File: src/rtl/rca_accumulator.sv
// rtl/rca_accumulator.sv - frame accumulator built on a ripple-carry adder

// Plain ripple-carry adder: one full-adder cell per bit, carry chained LSB to MSB.
module rca_ripple_add #(
  parameter int W = 8
) (
  input  logic [W-1:0] a_i,
  input  logic [W-1:0] b_i,
  input  logic         cin_i,
  output logic [W-1:0] sum_o,
  output logic         cout_o
);

  logic [W:0] carry;

  assign carry[0] = cin_i;

  genvar i;
  generate
    for (i = 0; i < W; i++) begin : g_fa
      // Full-adder cell: sum bit plus carry into the next stage
      assign sum_o[i]     = a_i[i] ^ b_i[i] ^ carry[i];
      assign carry[i + 1] = (a_i[i] & b_i[i]) | (carry[i] & (a_i[i] ^ b_i[i]));
    end
  endgenerate

  assign cout_o = carry[W];

endmodule

// Sums LEN accepted operand/carry samples, then holds one result until drained.
module rca_accumulator #(
  parameter int N     = 4,
  parameter int ACC_W = N + 4,
  parameter int LEN   = 8
) (
  input  logic             clk,
  input  logic             rst,
  input  logic             clear,
  input  logic             in_valid,
  output logic             in_ready,
  input  logic [N-1:0]     in_data,
  input  logic             in_cin,
  output logic             out_valid,
  input  logic             out_ready,
  output logic [ACC_W-1:0] out_sum,
  output logic             out_ovf
);

  localparam int              CNT_W = (LEN > 1) ? $clog2(LEN) : 1;
  localparam logic [CNT_W-1:0] LAST = CNT_W'(LEN - 1);

  typedef enum logic {
    ACCUM = 1'b0,
    DONE  = 1'b1
  } state_t;

  state_t           state_q;
  logic [ACC_W-1:0] acc_q;
  logic [CNT_W-1:0] cnt_q;
  logic             ovf_q;
  logic             in_ready_q;
  logic             out_valid_q;

  logic [ACC_W-1:0] opnd_d;
  logic [ACC_W-1:0] acc_d;
  logic             carry_d;
  logic             ovf_d;

  // Operand is unsigned, so it is zero-extended up to the accumulator width
  assign opnd_d = {{(ACC_W - N){1'b0}}, in_data};

  rca_ripple_add #(
    .W (ACC_W)
  ) u_add (
    .a_i    (acc_q),
    .b_i    (opnd_d),
    .cin_i  (in_cin),
    .sum_o  (acc_d),
    .cout_o (carry_d)
  );

  // Overflow is sticky across the frame: once a carry leaves the MSB it stays set
  assign ovf_d = ovf_q | carry_d;

  // Frame FSM; handshake outputs are registered so they depend on state only
  always_ff @(posedge clk or posedge rst) begin
    if (rst) begin
      state_q     <= ACCUM;
      acc_q       <= '0;
      cnt_q       <= '0;
      ovf_q       <= 1'b0;
      in_ready_q  <= 1'b1;
      out_valid_q <= 1'b0;
    end else if (clear) begin
      // Abort wins over any accept or result handshake in the same cycle
      state_q     <= ACCUM;
      acc_q       <= '0;
      cnt_q       <= '0;
      ovf_q       <= 1'b0;
      in_ready_q  <= 1'b1;
      out_valid_q <= 1'b0;
    end else begin
      case (state_q)
        ACCUM: begin
          if (in_valid) begin
            acc_q <= acc_d;
            ovf_q <= ovf_d;
            if (cnt_q == LAST) begin
              cnt_q       <= '0;
              state_q     <= DONE;
              in_ready_q  <= 1'b0;
              out_valid_q <= 1'b1;
            end else begin
              cnt_q <= cnt_q + 1'b1;
            end
          end
        end
        DONE: begin
          // Result stays frozen until taken; new samples wait for the next cycle
          if (out_ready) begin
            acc_q       <= '0;
            ovf_q       <= 1'b0;
            state_q     <= ACCUM;
            in_ready_q  <= 1'b1;
            out_valid_q <= 1'b0;
          end
        end
        default: begin
          state_q     <= ACCUM;
          in_ready_q  <= 1'b1;
          out_valid_q <= 1'b0;
        end
      endcase
    end
  end

  assign in_ready  = in_ready_q;
  assign out_valid = out_valid_q;
  assign out_sum   = acc_q;
  assign out_ovf   = ovf_q;

endmodule

File: config.mk
export PLATFORM = sky130hd
export DESIGN_NAME = rca_accumulator
export DESIGN_NICKNAME = d
export VERILOG_FILES = /design/src/rtl/rca_accumulator.sv
export SDC_FILE = /design/constraint.sdc
export NUM_CORES = 1
export LEC_CHECK = 0
export CORE_MARGIN = 5
export CORE_UTILIZATION = 35
export CTS_CLUSTER_SIZE = 12
export DETAILED_ROUTE_END_ITERATION = 10
export PLACE_DENSITY_LB_ADDON = 0.12
export SYNTH_ARGS = -nofsm -noshare
export SYNTH_HDL_FRONTEND = slang
export SYNTH_SLANG_ARGS = --single-unit
File: constraint.sdc
create_clock -name clk -period 3.9 [get_ports clk]
set_clock_uncertainty 0.15 [all_clocks]
set_input_delay 0.585 -clock clk [delete_from_list [all_inputs] [get_ports clk]]
set_output_delay 0.585 -clock clk [all_outputs]
set_load 0.05 [all_outputs]
# Word-level counts from Yosys, hierarchy flattened
# Index checks and enable logic that the tools add are counted.
# classes
n_eq_ne	5
magnitude_cmp	0
muxes	26
div	0
n_reduce_logical	4
n_shift	0
n_mul	0
bitwise_logic	30
addsub	1
# ops
op	count
8-bit two-way mux	3
8-bit one-hot mux with 2 select lines	1
1-bit two-way mux	14
1-bit bitwise AND	12
3-bit two-way mux	4
1-bit bitwise XOR	12
3-bit != test, second input constant	3
1-bit one-hot mux with 2 select lines	4
1-bit bitwise OR	5
2-bit AND reduction	2
3-bit by 1-bit adder with 3-bit output, second input constant	1
3-bit == test, second input constant	1
3-bit AND reduction	1
2-bit != test, second input constant	1
2-bit nonzero test	1
1-bit NOT	1
# totals
mem_count	0
inputBits	10
out_inout_bits	11
elab_cells	72
latch_bits	0
ramBits	0
mem_bits_ro	0
reg_bits	15

# Depth between registers and ports, before layout
# Gate-level depths: netlist (run 1).
# depth
depth_word	17
mapped_depth	12
ltp_nobuf	12

# Hierarchy
# Synthesis (run 1) repeated with hierarchy kept, for this count alone.
# unflattened
cells_unflattened	74
hier_area_um2	832.0
# by_module_without_submodules
module	seq_area_each_um2	area_per_inst_um2	n_inst	cells_per_inst
rca_accumulator	376.6	634.4	1	56
rca_ripple_add	0.0	197.7	1	18

# Least setup slack after synthesis (run 1)
# No wires, ideal clock.
# synth_timing
path_kind	register to register
startpoint	reg acc_q[0], in the netlist out_sum[0]
endpoint	reg acc_q[7], in the netlist out_sum[7]
t_required_ps	3618
n_path_buf	0
arrival_ps	2964
setup_time_ps	132
slack_ps	654
path_stages_with_launch	13
synth_period_minus_slack_ps	3246
cell_sequence	dfrtp_1 inv_1 fa_1 inv_1 fa_1 fa_1 fa_1 ha_1 ha_1 ha_1 ha_1 a22oi_1 nor2_1
# synth_between
elab_chain_cells	16
word_cells_on_any_way	17
classes_between	mux (3); bitwise (14)
# synth_lines
item	line_no	source
start: declaration	59	logic [ACC_W-1:0] acc_q;
start signal: assignment	90	acc_q <= '0;
start signal: assignment	98	acc_q <= '0;
start signal: assignment	107	acc_q <= acc_d;
1-bit bitwise XOR	23	assign carry[i + 1] = (a_i[i] & b_i[i]) | (carry[i] & (a_i[i] ^ b_i[i]));
1-bit bitwise AND	23	
1-bit bitwise OR (*)	23	
1-bit bitwise AND (*)	23	
1-bit bitwise OR (*)	23	
1-bit bitwise AND (*)	23	
1-bit bitwise OR (*)	23	
1-bit bitwise AND (*)	23	
1-bit bitwise OR (*)	23	
1-bit bitwise AND (*) (3 in a row)	23	
1-bit bitwise XOR (*)	22	assign sum_o[i] = a_i[i] ^ b_i[i] ^ carry[i];
8-bit two-way mux (*)	106	if (in_valid) begin
8-bit one-hot mux with 2 select lines (*)	104	case (state_q)
8-bit two-way mux (*)	95	end else if (clear) begin
# Every way passes the cells marked *; elsewhere a longest branch is shown, timed or not. The select of a mux whose other input is x is not followed.
# A chain may end at the register's enable or synchronous reset.

# Worst setup path after layout (run 1)
# layout_timing
startpoint	in in_data[0]
endpoint	reg acc_q[7], in the netlist out_sum[7]
# layout_between
elab_chain_cells	16
word_cells_on_any_way	17
classes_between	mux (3); bitwise (14)
# layout_lines
item	line_no	source
start: declaration	42	input logic [N-1:0] in_data,
1-bit bitwise XOR	23	
1-bit bitwise AND	23	
1-bit bitwise OR (*)	23	
1-bit bitwise AND (*)	23	
1-bit bitwise OR (*)	23	
1-bit bitwise AND (*)	23	
1-bit bitwise OR (*)	23	
1-bit bitwise AND (*)	23	
1-bit bitwise OR (*)	23	
1-bit bitwise AND (*) (3 in a row)	23	
1-bit bitwise XOR (*)	22	
8-bit two-way mux (*)	106	
8-bit one-hot mux with 2 select lines (*)	104	
8-bit two-way mux (*)	95	
# Marked as above.

==> results of run 1 <==
-- worst paths after layout --
check,slack (ps),depth (start not counted),startpoint,to
max,470,13,in_data[0],out_sum[7]
min,380,2,out_valid,out_valid
max reg2reg,780,12,out_sum[0],out_sum[7]
min reg2reg,380,2,out_valid,out_valid
max in group asynchronous,2700,2,rst,out_sum[1]
min in group asynchronous,500,2,rst,cnt_q[1]
-- kinds of logic after synthesis --
family,count (synthesis),synth area share [%]
flip-flops,15,43.2
AND/OR/NAND/NOR,23,13.8
buffers and inverters,10,6.02
multiplexers,4,6.03
adder cells (fa/ha/maj),10,17.8
AO/OA/AOI/OAI,16,13.2
-- sequential cells by signal, indices dropped and copies added, names as in the netlist --
| register | count |
|---|---|
| out_valid | 1 |
| cnt_q | 3 |
| out_ovf | 1 |
| in_ready | 1 |
| out_sum | 8 |
| state_q | 1 |
-- Yosys cell counts (all sizes together) --
master  number
buf          3
nor2         9
dfrtp       14
dfstp        1
or2b         1
nand2        3
fa           4
clkbuf       1
a211oi       8
a22oi        5
nand2b       5
and2b        2
a21o         1
ha           6
mux2i        4
inv          6
nor2b        3
a21oi        2
-- worst reg2reg max path: stages, from the launching register on --
cell	delay, ps
dfrtp_1	400
inv_1	70
fa_1	160
inv_1	50
fa_1	370
fa_1	390
fa_1	370
ha_1	190
ha_1	180
ha_1	180
ha_1	270
a22oi_1	150
nor2_1	50
-- metrics by stage --
step           hold WS [ps]  utilization [%]  instance area [µm²]  setup slack, ps
2_1_floorplan           336                -                  872              654
3_3_place_gp            359             44.4                 1080              199
3_5_place_dp            368             44.4                 1080              148
4_1_cts                 386             45.5                 1110              447
5_1_grt                 419             45.5                 1110              275
6_report                379             45.5                 1110              473
-- final cells by class --
cell class,instances,share of cell area [%]
Timing Repair Buffer,20,18.1
Tap cell,30,3.39
Multi-Input combinational cell,53,40.0
Clock buffer,3,2.03
Clock inverter,1,0.452
Inverter,6,2.03
Sequential cell,15,34.0
-- report_power, final --
part	internal (W)	switching, W
Sequential	0.000163	0.00000723
Clock	0.0000381	0.0000541
Combinational	0.0000357	0.0000489
Total	0.000237	0.000110
-- metal layers --
metal / share of wire (%) / wire length (µm)
met5: 0 / 0
met4: 1.4 / 24
met3: 6.4 / 111
met2: 45 / 782
met1: 47 / 810
-- cells in the final DEF (no fill, tap or decap) --
master            n
dfstp_2           1
nand2_2           1
nor2_1            9
a21oi_1           2
a21o_1            1
a211oi_1          8
mux2i_4           1
nand2_1           2
or2b_1            1
dfrtp_1          14
a22oi_1           5
nand2b_1          5
clkinv_2          1
inv_1             6
clkdlybuf4s50_1  20
fa_1              4
mux2i_1           3
ha_1              6
nor2b_1           3
and2b_1           2
clkbuf_4          3
==> results.md, run 1 <==
* Yosys top cell by area: dfrtp_1
* # setup viols final at 0
* Post-synth top area share at 40.2%
* Peak VDD IR at 0.177 mV
* Root buffer cell: clkbuf_4
* DRC at 0
* Sequential Area at 377 µm²
* Clock latency on the worst-skew pair at 290 ps
* Max-slew violations at 0
* Crit path cell chain: clkdlybuf4s50_1, inv_1, fa_1, inv_1, fa_1, fa_1, fa_1, ha_1, ha_1, ha_1, ha_1, a22oi_1, nor2_1
* HPWL Detailed at 1230 µm
* Total GRT Usage at 11.2%
* Per-cell routed wire length at 13.5 µm
* Family with the most delay on the worst path: adder cells
* Nets at 119
* Worst Path Arrival at 3430 ps
* TritonCTS clock tree: yes
* Worst-Margin Slew at 605 ps
* Fin crit share at 87.9%
* Fillers at 241
* H-tree Lvls at 1
* Number of global-route vias before repair at 699
* Post-synthesis area per instance at 11.2 µm²
* Drt pass-1 iters at 2
* CP peak stage delay at 400 ps
* Number of routed nets with antenna violations at 0
* Largest cells by area after synthesis: dfrtp_1 (40%), fa_1 (9.2%), ha_1 (8.6%)
* Sum Neg Setup Slack at 0 ps
* HP Class: reg -> reg
* Met1 Use GR at 14.9%
* Warnings from Yosys at 0
* Buf+Inv Stages, Crit Path at 3
* Synth Instances at 78
* Status: complete, no violations
* Final cell count without fillers at 128
* Die H at 59.9 µm
* Max Fanout on Critical Path at 1
* Via count at 621
* DR vias/cell at 4.85
* Clock Path Buffers at 2
* PortBufs at 20
* Syn_nets at 98
* Std cell rows at 18
* Multi-input gate area at 443 µm²
* RSZ-0062 raised after global routing: no
* Cell area power density at 313 nW/µm²
* Detailed Route Iter0 Violations at 6
* # IOs at 21
* Initial antenna violation count at 0
* Share of cells above drive strength 1 at 7.14%
* Max-cap violations at 0
* Post-CTS Resized at 0
* Fmax achieved at 292 MHz
* CP Capture Type: register
* Mapped Area at 872 µm²
* DIE WIDTH at 59.9 µm
* Register area share after synthesis at 43.2%
* Worst setup SP type: input port
* Synthesis-stage register bit count at 15
* Die ar. at 3590 µm²
* Final wirelength at 1730 µm
* Grt peak-use layer: met2
* Number of buffers created by CTS at 3
* Core area at 2430 µm²
* Diodes inserted at 0
* First-pass GRT wire length at 3050 µm
* Grt ovf at 0
* CTS sink cnt at 15
* Worst Path Class, Setup: in -> reg
* Final GP Congestion at 0.727
* P&R area growth vs syn at 27.0%
* Post-CTS Hold Fix Bufs at 0
* Slew HR at 59.6%
* Leakage at 0.506 nW
* Total power at 0.000347 W
* Final Hold Vio Count at 0
* GRT met2 Usage at 17.4%
* Routing usage on met3 at 2.38%
* CP max-delay cell: clkdlybuf4s50_1
* Starting Density at 35.9%
* Clock Pin Slew Worst Setup and Hold Paths at 100 ps
* Number of library cell types mapped by synthesis at 21
* WP data required at 3910 ps
* Min Tclk post-route at 3430 ps
* Pin count of the biggest net entering global routing at 16
* # placed instances at 124
* Setup bufs post-CTS at 0
No activity file was read; power rests on OpenSTA's default activity.
==> run 2, diff against run 1 <==
--- a/config.mk
+++ b/config.mk
@@ -5,6 +5,7 @@
 export SDC_FILE = /design/constraint.sdc
 export NUM_CORES = 1
 export LEC_CHECK = 0
+export ABC_AREA = 0
 export CORE_MARGIN = 5
 export CORE_UTILIZATION = 35
 export CTS_CLUSTER_SIZE = 12
==> results of run 2 <==
The final DEF is identical to that of run 1; final timing and power are the same.
==> patch 1, RTL diff (settings of run 1) <==
Put one more register stage on the output `out_ovf`, without a reset. The value now appears one clock later. The other outputs are not delayed to match.
--- a/src/rtl/rca_accumulator.sv
+++ b/src/rtl/rca_accumulator.sv
@@ -138,7 +138,9 @@
   assign in_ready  = in_ready_q;
   assign out_valid = out_valid_q;
   assign out_sum   = acc_q;
-  assign out_ovf   = ovf_q;
+  always_ff @(posedge clk) begin
+    out_ovf <= ovf_q;
+  end
 
 endmodule
 
Function: same outputs for any inputs over 10 cycles, from zero or initial values and one cycle with rst high; that may be too few to reach the edited logic, so the function may still have changed.
==> patch 1 against run 1 <==
- sequential share of layout area increased by 1.8 points
- final cell count rose by 0.78%
- routed wire length decreased by 1.6%
- critical path depth is the same
- first-iteration DRC count increased by 130%
- cell area rose by 0.11%
- sequential cell count up 1
- highest routed layer unchanged
- area after synthesis grew 1.6%
- worst hold slack got worse by 0.15 ns
- worst setup slack lost 0.0059 ns
- critical path type unchanged
- total power rose by 2.5%
- synthesized cell count up 2.6%
==> patch 1: results (changes against run 1) <==
Synthesis
  • Mux cell area share after synthesis: 4.94% (-1.1 points)
  • Syn_nets: 100 (+2.0%)
  • Most frequent cells after synthesis: dfrtp_1 (14), nor2_1 (10), a211oi_1 (6), ha_1 (6)
  • Post-synthesis sequential area ratio: 44.8% (+1.6 points)
  • Synthesized netlist cell count: 80 (+2.6%)
  • Synth unique cells: 23 (+9.5%)
  • Synth async-reset ratio: 93.8% (-6.3 points)
  • Synth top area cells: dfrtp_1 (40%), fa_1 (9.0%), ha_1 (8.5%)
  • Syn avg cell area: 11.1 sq um (-0.96%)
  • Synth Area in Compound Gates: 12.7% (-0.49 points)
  • Adder-Cell Fraction of Synth Area: 17.5% (-0.28 points)

Placed design
  • DP Worst Slack: 0.128 ns (-0.0197 ns)
  • Post-DP HPWL: 1210 microns (-2.0%)
  • DP Cell Count: 125 (+0.81%)
  • Dpl cell area: 0.00108 sq mm (+0.23%)
  • Placer Congestion: 0.720 (-0.96%)

Clock network
  • CTS clk-pin slew, worst paths: 0.09 ns
  • Postcts setup bufs: 0 (unchanged)

GRT
  • Grt met3 use: 4.54% (+2.2 points)
  • Vias in the first global route: 652 (-6.7%)
  • Gr usage total: 11.0% (-0.23 points)
  • First-pass GRT wire length: 2980 microns (-2.3%)
  • Grt met2 use: 17.3% (-0.15 points)
  • Met1 Use GR: 14.3% (-0.63 points)
  • Largest net degree at the start of global routing: 17 (+1)

STA
  • Worst-Margin Slew: 0.606 ns (+0.00126 ns)
  • Fin crit period: 3.43 ns (+0.00588 ns)

Detailed routing
  • Drt first pass iters: 4 (+2)
  • Met3 wire length: 116 microns (+4.5%)
  • M1 wire length: 784 microns (-3.2%)
  • Via count: 633 (+1.9%)
  • Drt wl/cell: 13.2 microns (-2.3%)
  • Routed wl met2: 790 microns (+1.0%)
  • DRT iter0 DRCs: 14 (+8)
  • Final wirelength: 1700 microns (-1.6%)

Power
  • Leak Pwr: 0.502 nW (-0.76%)
  • Worst vdd ir: 0.217 mV (+22%)

Finish
  • Clock buf/inv share: 2.37% (-0.12 points)
  • Multi-input gates: 54 (+1.9%)
  • Non-clk buf share: 18.1% (-0.020 points)
  • Final net count: 120 (+0.84%)
  • FILL cells: 246 (+2.1%)
  • Syn-to-layout area delta: 25.1%
  • Layout cells sized above 1: 6.06% (-1.1 points)
  • CLK BUF: 4 (+1)
  • Signal inverters: 5 (-1)
  • Fraction of area in multi-input gates: 38.7% (-1.3 points)
  • Seq Cell Count: 16 (+1)
  • Sequential share of cell area: 35.8% (+1.8 points)

Setup path
  • WP data arrival: 3.44 ns (about the same)
  • Crit-path leading delay family: adder cells
  • Reg2reg end: out_sum[7]

Run status
  • Outcome: finished, final reports clean
==> patch 1: worst min path at each step <==
| stage | cells after the start | startpoint | to | slack, ns |
|---|---|---|---|---|
| 6_report | 0 | ovf_q | out_ovf | 0.23 |
| 3_3_place_gp | 0 | ovf_q | out_ovf | 0.21 |
| 5_1_grt | 0 | ovf_q | out_ovf | 0.24 |
| 4_1_cts | 0 | ovf_q | out_ovf | 0.23 |
| 2_1_floorplan | 0 | ovf_q | out_ovf | 0.20 |
| 3_5_place_dp | 0 | ovf_q | out_ovf | 0.21 |
==> patch 1: power breakdown <==
group | switching, mW | internal, mW | total (mW)
registers | 0.00760 | 0.173 | 0.181
logic | 0.0494 | 0.0359 | 0.0852
clock network | 0.0498 | 0.0397 | 0.0895
==> patch 1: cell families after synthesis <==
| group | count (synthesis) |
|---|---|
| AOI/OAI and AO/OA | 16 |
| adders and majority gates | 10 |
| buffers and inverters | 10 |
| DFF | 16 |
| muxes | 4 |
| and+or+nand+nor | 24 |
==> patch 2, RTL diff (settings of run 1) <==
Made on the original files. The parameter `LEN` goes from 8 to 16.
--- a/src/rtl/rca_accumulator.sv
+++ b/src/rtl/rca_accumulator.sv
@@ -32,7 +32,7 @@
 module rca_accumulator #(
   parameter int N     = 4,
   parameter int ACC_W = N + 4,
-  parameter int LEN   = 8
+  parameter int LEN   = 16
 ) (
   input  logic             clk,
   input  logic             rst,
Check against the original RTL: not equivalent (a bounded check fails within 10 cycles, from zero or initial values and one cycle with rst high).
==> patch 2 against run 1 <==
- routed wire length rose by 8.4%
- register-to-register slack better by 0.14 ns
- worst setup slack improved by 0.037 ns
- sequential cell count grew 1
- largest cell class unchanged
- cell area grew 7.0%
- critical path type unchanged
- area after synthesis up 8.3%
- total power rose by 6.2%
- non-clock buffer count unchanged
==> patch 2: results (changes against run 1) <==
Clock network
  • CTS clk-pin slew, worst paths: 0.11 ns
  • Post_cts resized: 0 (unchanged)
  • Deepest clock path buffer count: 2 (unchanged)
  • CTS H-tree depth: 1 (unchanged)
  • Num CTS Buffers: 3 (unchanged)
  • Clock tree root driver cell: clkbuf_4
  • Postcts setup bufs: 0 (unchanged)

GRT
  • Initial antenna violation count: 0 (unchanged)
  • Gr usage total: 11.2% (+0.053 points)
  • Largest net degree at the start of global routing: 17 (+1)
  • First-pass GRT wire length: 3070 microns (+0.69%)
  • Vias in the first global route: 674 (-3.6%)

Synthesis
  • Synth unique cells: 28 (+33%)
  • Synth warn: 0 (unchanged)
  • Most frequent cells after synthesis: dfrtp_1 (15), inv_1 (10), nor2_1 (9), a21oi_1 (8), nand2_1 (7)
  • Synth async-reset ratio: 100% (unchanged)
  • Post-synthesis sequential area ratio: 42.5% (-0.67 points)
  • Syn_nets: 110 (+12%)
  • Synth top area cells: dfrtp_1 (40%), fa_1 (8.5%), ha_1 (6.6%)

Finish
  • FILL cells: 251 (+4.1%)
  • Layout cells sized above 1: 7.21% (+0.064 points)
  • Final net count: 131 (+10%)
  • Max FFs per register: 8 (unchanged)
  • Antenna cells: 0 (unchanged)

STA
  • Slew headroom: 56.0% (-3.6 points)
  • Hold WS: 0.377 ns (-0.00140 ns)
  • Fmax: 295 MHz (+1.1%)

Detailed routing
  • Via-to-Cell Ratio: 5.01 (+3.4%)
  • Final wirelength: 1870 microns (+8.4%)
  • DRT iter0 DRCs: 7 (+1)
  • Antenna viol nets, final: 0 (unchanged)
  • Drt first pass iters: 4 (+2)

Power
  • Worst vdd ir: 0.192 mV (+8.6%)
  • Internal power: 254 uW (+7.3%)
  • Leak Pwr: 0.559 nW (+10%)

Placed design
  • Placer Congestion: 0.685 (-5.8%)
  • DP Worst Slack: 0.172 ns (+0.0240 ns)
  • Post-DP HPWL: 1400 microns (+13%)
  • Port Buffers: 20 (unchanged)

Setup path
  • R2r setup slk: 0.92 ns (+0.14 ns)
  • Max FO, Critical Path: 1 (unchanged)
  • Worst path max stage delay: 0.46 ns (+0.06 ns)
  • Slowest-stage cell, CP: clkdlybuf4s50_1
  • WP data arrival: 3.40 ns (-0.03 ns)

Run status
  • Outcome: finished, final reports clean

Worst hold path
  • Hold Crit Class: flop to flop
-- patch 2: cell count changes in the layout (fill, tap and decap cells not counted), moves of 2 or more --
cell,run 1,this run
a211oi_1,8,0
a21oi_1,2,8
nand2_1,2,7
a2bb2oi_1,0,4
inv_1,6,10
nand2b_1,5,2
nor2b_1,3,0
a22oi_1,5,3
nand3b_1,0,2
-- patch 2: power groups by stage --
stage	Combinational, mW	Sequential [mW]	Clock [mW]
floorplan	0.0438	0.206	0
global placement	0.0944	0.185	0
detailed placement	0.0957	0.185	0
CTS	0.0960	0.182	0.0991
global route	0.105	0.183	0.107
finish	0.0937	0.182	0.0929
-- patch 2: worst min-delay path, stage by stage, from the launching register on --
cell and delay, ns:
dfrtp_1 0.38, nand2_1 0.05, a21oi_1 0.06
-- patch 2: worst paths after layout --
check	startpoint	endpoint	cells after the start
min	out_valid	out_valid	2
min in group asynchronous	rst	out_ovf	2
max	in_data[0]	out_sum[7]	13
max reg2reg	out_sum[0]	out_sum[7]	12
min reg2reg	out_valid	out_valid	2
max in group asynchronous	rst	out_valid	2
-- patch 2: layout make-up --
type / count / area, sq um / area share (%)
inverter: 10 / 37.5 / 3.17
clock buffer: 4 / 26.3 / 2.22
multi-input combinational: 61 / 482 / 40.7
tap: 30 / 37.5 / 3.17
timing repair buffer: 20 / 200 / 16.9
sequential: 16 / 402 / 33.9
-- patch 2: kinds of logic (layout without fill, tap and decap cells) --
kind of cell / count (synthesis) / in the layout / share of synthesized area, %
XOR/XNOR: 1 / 1 / 0.927
AND/OR/NAND/NOR: 27 / 27 / 16.2
adder cells (fa/ha/maj): 9 / 9 / 15.1
flip-flops: 16 / 16 / 42.5
multiplexers: 4 / 4 / 4.24
buffers and inverters: 14 / 34 / 6.49
AO/OA/AOI/OAI: 20 / 20 / 14.6
-- patch 2: through the flow --
step | power, mW | cells | area, sq um | utilization (%)
floorplan | 0.250 | 91 | 945 | -
global placement | 0.280 | 137 | 1160 | 45.9
detailed placement | 0.281 | 137 | 1160 | 45.9
CTS | 0.377 | 141 | 1180 | 47.0
global route | 0.396 | 141 | 1180 | 47.0
finish | 0.369 | 141 | 1180 | 47.0
-- patch 2: metal layers --
metal | part of all wire (%) | up-vias | track usage, %
met3 | 5.3 | 2 | 3.10
met2 | 48 | 21 | 18.0
met5 | 0 | - | 0
li1 | - | 346 | -
met4 | 0.85 | 0 | 5.45
met1 | 45 | 338 | 13.9
